<file path="src/rtl/ncpu32k_cell_skidbuf_pkg.sv">
// Shared constants and helpers for the 2-entry skid buffer.
// Optional combinational bypass is selected by NCPU_SKIDBUF_BYPASS_EN.
package ncpu32k_cell_skidbuf_pkg;

  localparam int CNT_W = 2;

  function automatic logic [CNT_W-1:0] skid_occupancy(input logic main_vld, input logic skid_vld);
    return {1'b0, main_vld} + {1'b0, skid_vld};
  endfunction

endpackage

</file>
<file path="src/rtl/ncpu32k_cell_skidbuf_if.sv">
// Valid/ready stream bundle around the skid buffer: upstream (din side) and
// downstream (dout side). The buffer takes the slave modport.
interface ncpu32k_cell_skidbuf_if #(parameter int DW = 1);
  import ncpu32k_cell_skidbuf_pkg::*;

  logic [DW-1:0] din;
  logic          in_valid;
  logic          in_ready;
  logic [DW-1:0] dout;
  logic          out_valid;
  logic          out_ready;

  modport master (output din, in_valid, out_ready, input in_ready, dout, out_valid);
  modport slave  (input din, in_valid, out_ready, output in_ready, dout, out_valid);

endinterface

</file>
<file path="src/rtl/ncpu32k_cell_dff_lr.sv">
// D flip-flop with load enable and asynchronous active-low reset to RST_VECTOR.
module ncpu32k_cell_dff_lr #(
  parameter int          DW         = 1,
  parameter logic [DW-1:0] RST_VECTOR = '0
) (
  input  logic          clk,
  input  logic          rst_n,
  input  logic          load,
  input  logic [DW-1:0] d,
  output logic [DW-1:0] q
);

  always_ff @(posedge clk or negedge rst_n) begin
    if (!rst_n) q <= RST_VECTOR;
    else if (load) q <= d;
  end

endmodule

</file>
<file path="src/rtl/ncpu32k_cell_skidbuf.sv">
// 2-entry skid buffer: registers in_ready to cut the backward ready chain.
// Define NCPU_SKIDBUF_BYPASS_EN for a zero-latency pass-through when empty.
module ncpu32k_cell_skidbuf
  import ncpu32k_cell_skidbuf_pkg::*;
#(
  parameter int DW = 1
) (
  input  logic                   clk,
  input  logic                   rst_n,
  input  logic                   flush,
  ncpu32k_cell_skidbuf_if.slave  bus,
  output logic [CNT_W-1:0]       count
);

  logic          main_vld, skid_vld, rdy_q;
  logic [DW-1:0] main_q, skid_q;
  logic          push, pop;
  logic          main_vld_nxt, skid_vld_nxt;
  logic          main_ld, skid_ld;
  logic [DW-1:0] main_nxt;

  assign push = bus.in_valid & rdy_q;
  assign pop  = bus.out_valid & bus.out_ready;

`ifdef NCPU_SKIDBUF_BYPASS_EN
  // While empty the upstream beat is presented directly; it is only stored if not taken.
  logic bypass;
  assign bypass        = ~main_vld & ~flush;
  assign bus.out_valid = bypass ? bus.in_valid : main_vld;
  assign bus.dout      = bypass ? bus.din : main_q;
`else
  assign bus.out_valid = main_vld;
  assign bus.dout      = main_q;
`endif

  assign bus.in_ready = rdy_q;
  assign count        = skid_occupancy(main_vld, skid_vld);

  always_comb begin
    main_vld_nxt = main_vld;
    skid_vld_nxt = skid_vld;
    main_ld      = 1'b0;
    skid_ld      = 1'b0;
    main_nxt     = bus.din;
    if (flush) begin
      main_vld_nxt = 1'b0;
      skid_vld_nxt = 1'b0;
    end else if (skid_vld) begin
      if (pop) begin
        skid_vld_nxt = 1'b0;
        main_ld      = 1'b1;
        main_nxt     = skid_q;
      end
    end else if (main_vld) begin
      if (push) begin
        if (pop) begin
          main_ld = 1'b1;
        end else begin
          skid_vld_nxt = 1'b1;
          skid_ld      = 1'b1;
        end
      end else if (pop) begin
        main_vld_nxt = 1'b0;
      end
    end else if (push) begin
      // pop can only be set here in the bypass build, where the beat has already left.
      main_vld_nxt = ~pop;
      main_ld      = 1'b1;
    end
  end

  ncpu32k_cell_dff_lr #(.DW(1)) u_main_vld (
    .clk(clk), .rst_n(rst_n), .load(1'b1), .d(main_vld_nxt), .q(main_vld)
  );

  ncpu32k_cell_dff_lr #(.DW(1)) u_skid_vld (
    .clk(clk), .rst_n(rst_n), .load(1'b1), .d(skid_vld_nxt), .q(skid_vld)
  );

  // Ready is kept as its own flop so upstream sees no logic after the register.
  ncpu32k_cell_dff_lr #(.DW(1), .RST_VECTOR(1'b1)) u_in_ready (
    .clk(clk), .rst_n(rst_n), .load(1'b1), .d(~skid_vld_nxt), .q(rdy_q)
  );

  ncpu32k_cell_dff_lr #(.DW(DW)) u_main_dat (
    .clk(clk), .rst_n(rst_n), .load(main_ld), .d(main_nxt), .q(main_q)
  );

  ncpu32k_cell_dff_lr #(.DW(DW)) u_skid_dat (
    .clk(clk), .rst_n(rst_n), .load(skid_ld), .d(bus.din), .q(skid_q)
  );

endmodule

</file>
<file path="src/flat_wrapper.sv">
// flat-port wrapper written by rule: the top's interface ports become plain ports
module ncpu32k_cell_skidbuf_flat import ncpu32k_cell_skidbuf_pkg::*;
#(
  parameter int DW = 1
)
  (clk, rst_n, flush, count, bus_din, bus_in_valid, bus_out_ready, bus_in_ready, bus_dout, bus_out_valid);
  ncpu32k_cell_skidbuf_if #(.DW(DW)) bus_i ();
  input  logic clk;
  input  logic rst_n;
  input  logic flush;
  output logic [CNT_W-1:0] count;
  input wire logic [$bits(bus_i.din)-1:0] bus_din;
  input wire logic [$bits(bus_i.in_valid)-1:0] bus_in_valid;
  input wire logic [$bits(bus_i.out_ready)-1:0] bus_out_ready;
  output wire logic [$bits(bus_i.in_ready)-1:0] bus_in_ready;
  output wire logic [$bits(bus_i.dout)-1:0] bus_dout;
  output wire logic [$bits(bus_i.out_valid)-1:0] bus_out_valid;
  assign bus_i.din = bus_din;
  assign bus_i.in_valid = bus_in_valid;
  assign bus_i.out_ready = bus_out_ready;
  assign bus_in_ready = bus_i.in_ready;
  assign bus_dout = bus_i.dout;
  assign bus_out_valid = bus_i.out_valid;
  ncpu32k_cell_skidbuf #(.DW(DW)) u_core (.clk(clk), .rst_n(rst_n), .flush(flush), .bus(bus_i), .count(count));
endmodule
</file>
<file path="config.mk">
export PLATFORM = sky130hd
export DESIGN_NAME = ncpu32k_cell_skidbuf_flat
export DESIGN_NICKNAME = d
export VERILOG_FILES = /design/src/rtl/ncpu32k_cell_skidbuf_pkg.sv /design/src/rtl/ncpu32k_cell_skidbuf_if.sv /design/src/rtl/ncpu32k_cell_dff_lr.sv /design/src/rtl/ncpu32k_cell_skidbuf.sv /design/src/flat_wrapper.sv
export SDC_FILE = /design/constraint.sdc
export NUM_CORES = 1
export LEC_CHECK = 0
export ABC_CLOCK_PERIOD_IN_PS = 2500
export CAP_MARGIN = 25
export CORE_AREA = 4 4 41 43
export CTS_CLUSTER_SIZE = 30
export DETAILED_ROUTE_END_ITERATION = 16
export DIE_AREA = 0 0 45 47
export HOLD_SLACK_MARGIN = 0.05
export PLACE_DENSITY_LB_ADDON = 0.12
export SLEW_MARGIN = 10
export SYNTH_ARGS = -nofsm -noshare
export SYNTH_HDL_FRONTEND = slang
export SYNTH_SLANG_ARGS = --single-unit
</file>
<file path="constraint.sdc">
create_clock -name clk -period 2.5 [get_ports clk]
set_input_delay 0.375 -clock clk [delete_from_list [all_inputs] [get_ports clk]]
set_output_delay 0.375 -clock clk [all_outputs]
set_load 0.02 [all_outputs]
</file>
== Yosys cells after proc, flatten, opt, wreduce, memory -nomap -nowiden ==
Index checks and enable logic that the tools add are counted.
Word-level totals
  bits in registers: 5
  bits of input ports: 6
  output and inout bits: 5
  logic and storage cells: 32
Operators by class
  add/subtract/negate cells: 1
  eq/ne operators: 1
  muxes and demuxes: 21
  bitwise logic cells: 4
Operators by type and width (count)
  $mux W1: 21
  $add A1 B1 Y2: 1
  $and A1 B1 Y1: 2
  $ne A2 B2 Y1 const B: 1
  $not A1 Y1: 2

== Depth between registers and ports, before layout ==
  depth in word-level cells: 7
  depth in mapped cells: 3
  mapped depth without buffers: 3

== By module ==
From an unflattened synthesis, not the netlist that was laid out.
Second synthesis, totals
  cell total of the unflattened synthesis: 25
  area total of the unflattened synthesis: 302.8 um^2
By module, submodules not included
  ncpu32k_cell_dff_lr (u_core.u_main_dat ...): times used 4, cells an instance 2, area an instance 40.0 um^2, sequential area each 25.0 um^2
  ncpu32k_cell_skidbuf: times used 1, cells an instance 15, area an instance 101.3 um^2, sequential area each 0.0 um^2
  ncpu32k_cell_dff_lr (u_core.u_in_ready): times used 1, cells an instance 2, area an instance 41.3 um^2, sequential area each 26.3 um^2

== Least setup slack after synthesis ==
OpenSTA, ideal clock, no wires.
  kind: flip-flop to flip-flop
  start: register u_core.u_main_vld.q
  end: register u_core.u_main_dat.q
  library setup time: 125 ps
  arrival time: 1362 ps
  data required time: 2375 ps
  slack: 1013 ps
  stages on the path, launching flop included: 4
  path buffers: 0
  clock period less this slack: 1487 ps
  cells stage by stage: dfrtp_1 -> nor2b_1 -> a2111oi_2 -> mux2_2
Between the ends
  word-level cells in the longest chain between the ends: 6
  elaborated cells on any way between the ends: 9
  those cells by class: mux (8); bitwise (1)
RTL lines
  from (decl): RTL line ncpu32k_cell_dff_lr.sv:10  | output logic [DW-1:0] q
  from (signal assigned): RTL line ncpu32k_cell_dff_lr.sv:14  | if (!rst_n) q <= RST_VECTOR;
  from (signal assigned): RTL line ncpu32k_cell_dff_lr.sv:15  | else if (load) q <= d;
  $and A1 B1 Y1: RTL line ncpu32k_cell_skidbuf.sv:23  | assign pop = bus.out_valid & bus.out_ready;
  $mux W1: RTL line ncpu32k_cell_skidbuf.sv:49, ncpu32k_cell_skidbuf.sv:56
  $mux W1: RTL line ncpu32k_cell_skidbuf.sv:55  | if (push) begin
  $mux W1: RTL line ncpu32k_cell_skidbuf.sv:54  | end else if (main_vld) begin
  $mux W1: RTL line ncpu32k_cell_skidbuf.sv:48  | end else if (skid_vld) begin
  $mux W1: RTL line ncpu32k_cell_skidbuf.sv:45  | if (flush) begin
  to (signal assigned): RTL line ncpu32k_cell_dff_lr.sv:14
  to (signal assigned): RTL line ncpu32k_cell_dff_lr.sv:15
  to (decl): RTL line ncpu32k_cell_dff_lr.sv:10
Parallel ways exist; a longest one is shown, timed or not.
A chain may end at the register's enable or synchronous reset.

== Worst setup path in the final report ==
  start: register u_core.u_skid_vld.q
  end: output count[0]
Between the ends
  word-level cells in the longest chain between the ends: 1
RTL lines
  from (decl): RTL line ncpu32k_cell_dff_lr.sv:10
  from (signal assigned): RTL line ncpu32k_cell_dff_lr.sv:14
  from (signal assigned): RTL line ncpu32k_cell_dff_lr.sv:15
  $add A1 B1 Y2: RTL line ncpu32k_cell_skidbuf_pkg.sv:8  | return {1'b0, main_vld} + {1'b0, skid_vld};
  to (decl): RTL line flat_wrapper.sv:11  | output logic [CNT_W-1:0] count;
Every way passes these cells.

==> results_dict.tcl <==
set metrics [dict create \
    outcome "complete, no violations" \
    leakage_uw 0.000170 \
    synth_cells 22 \
    cts_hold_repair.buffers 0 \
    grt-ovfl-total 0 \
    cpLargestDelayFamily "buffers and inverters" \
    crit_path_end_kind "primary output" \
    ios 11 \
    max-vdd-ir-drop_mv 0.296 \
    yosysWarnings 0 \
    maxSlewViolCount 0 \
    numCtsBuffers 3 \
    tightest_slew_ps 292 \
    crit_type "register to primary output" \
    route.antenna.remaining_nets 0 \
    synthTopCellsByArea "dfrtp_1, dfstp_2, mux2_1, a2111oi_2, nor4b_2" \
    stdcell_area_um2 418 \
    avgSynthCellArea_um2 12.4 \
    ys_seq_elements 5 \
    grt_pass1_vias 192 \
    post-dp-hpwl_um 444 \
    syn-cell-area_um2 273 \
    synth_top_area_cell "dfrtp_1" \
    grtUsageTotal 0.0596 \
    synth_cell_type_count 17 \
    critPathSlowestCell "clkdlybuf4s50_1" \
    wl_um 547 \
    wl_per_cell_um 10.7 \
    start_kind "register" \
    gp_congestion 0.591 \
    dpl_cell_area_um2 392 \
    tns_ps 0 \
    drtIter0Drc 0 \
    cts.clk_slew.worst_paths_ps 40 \
    synth_top_area_share 0.367 \
    clockRootBuffer "clkbuf_4" \
    fin_crit_sh 0.790 \
    route.detailed.drc 0 \
    fmax_ghz 0.507 \
    drt_pre_antenna_iters 1 \
    diodes 0 \
    grt_max_degree 9 \
    finClkSkew_ps 0.836 \
    synthesis.nets 29 \
    power_uw 268 \
    cts-htree-levels 1 \
    crit_arrival_ps 1600 \
    cts_tree "done" \
    die_area_um2 2120 \
    maxSlewHeadroom 0.805 \
    path_buf_inv 1 \
    die_y_um 47 \
    avgViaCountPerCell 4.27 \
    num-nets-final 44 \
    whs_ps 353 \
    postCtsResizedCells 0 \
    maxCapViolations 0 \
    finalHoldViolations 0 \
    coreArea_um2 1300 \
    power.density_nw_per_um2 642 \
    clock-sinks 5 \
    crit_chain "ha_1 > clkdlybuf4s50_1" \
    die_w_um 45 \
    worstPathRequired_ps 2120 \
    critical_path.max_fanout 8 \
    rsz0062_at_grt "no" \
    drive_gt1_frac 0.222 \
    grt_pass1_wl_um 779 \
    hold_path_class "input pin to async pin" \
    cts_setup_buffers 0 \
    setup_viol_count_final 0 \
    max_stage_delay_ps 590 \
    placement.io_buffers 10 \
    layout_min_cycle_time_ps 1970 \
    synth_seq_area_share 0.463 \
    start_util 0.210 \
    syn_to_final_growth_pct 53.2 \
    rows 13 \
    antenna_found_initial 0 \
    clkLatencyLatePin_ps 230 \
    cts_buffer_depth 2 \
    vias 218 \
]
-- final timing paths --
| path | startpoint | to | slack (ps) | depth (start not counted) |
|---|---|---|---|---|
| setup / recovery | u_core.u_skid_vld.q$_DFF_PN0_ | count[0] | 530 | 2 |
| hold / removal | rst_n | u_core.u_main_dat.q$_DFFE_PN0P_ | 350 | 1 |
| setup reg to reg | u_core.u_main_vld.q$_DFFE_PN0P_ | u_core.u_main_dat.q$_DFFE_PN0P_ | 1030 | 3 |
| hold reg to reg | u_core.u_skid_dat.q$_DFFE_PN0P_ | u_core.u_skid_dat.q$_DFFE_PN0P_ | 500 | 1 |
| max in group asynchronous | rst_n | u_core.u_in_ready.q$_DFF_PN1_ | 1900 | 1 |
| min in group clk | u_core.u_skid_dat.q$_DFFE_PN0P_ | u_core.u_skid_dat.q$_DFFE_PN0P_ | 500 | 1 |
-- routing by layer --
metal | share of wire | track usage | vias to the layer above
met5 | 0 | 0 | -
met4 | 0 | 0.0877 | 0
met3 | 0.086 | 0.0268 | 0
met2 | 0.47 | 0.0763 | 6
met1 | 0.44 | 0.0602 | 101
li1 | - | - | 111
-- cell families after synthesis --
group           count (synthesis)  synth area share
buf+inv                         2            0.0275
compound gates                  5             0.161
fa+ha+maj                       1            0.0459
flops                           5             0.463
mux                             3             0.124
simple gates                    6             0.179
-- sequential cells by signal (all words and copies together) (netlist names) --
name	flops
u_core.u_in_ready.q	1
u_core.u_main_vld.q	1
u_core.u_skid_dat.q	1
u_core.u_main_dat.q	1
u_core.u_skid_vld.q	1
-- power breakdown --
part,internal [uW],switching (uW)
clock network,60.1,29.1
logic,39.9,31.8
registers,96.0,11.5
total,196,72.4
-- layout make-up --
| type | instances | area, um2 |
|---|---|---|
| Clock buffer | 4 | 26.3 |
| Fill cell | 146 | 883 |
| Inverter | 2 | 7.51 |
| Multi-Input combinational cell | 15 | 139 |
| Sequential cell | 5 | 126 |
| Tap cell | 15 | 18.8 |
| Timing Repair Buffer | 10 | 100 |
-- placed cells by master (no fill, tap or decap), drive strengths merged --
cell / netlist / layout
nand2b: 1 / 1
dfrtp: 4 / 4
ha: 1 / 1
clkbuf: 0 / 4
nand4b: 1 / 1
a211o: 1 / 1
mux2: 3 / 3
nor2b: 1 / 1
a21oi: 1 / 1
inv: 2 / 2
nand2: 1 / 1
nor4b: 1 / 1
o32ai: 1 / 1
a31oi: 1 / 1
dfstp: 1 / 1
clkdlybuf4s50: 0 / 10
and2b: 1 / 1
a2111oi: 1 / 1
-- per-stage QoR --
| step | util | std cells | setup WS (ps) |
|---|---|---|---|
| finish | 0.321 | 51 | 526 |
| global route | 0.321 | 51 | 449 |
| CTS | 0.321 | 51 | 506 |
| detailed placement | 0.301 | 47 | 651 |
| global placement | 0.301 | 47 | 648 |
| floorplan | - | 22 | 1010 |
-- synthesized netlist by cell type (all sizes together) --
library cell	number
o32ai	1
inv	2
and2b	1
dfstp	1
nand2	1
nor4b	1
a211o	1
dfrtp	4
a2111oi	1
mux2	3
nand2b	1
nor2b	1
ha	1
nand4b	1
a31oi	1
a21oi	1
Power figures use the tool's default switching activity.
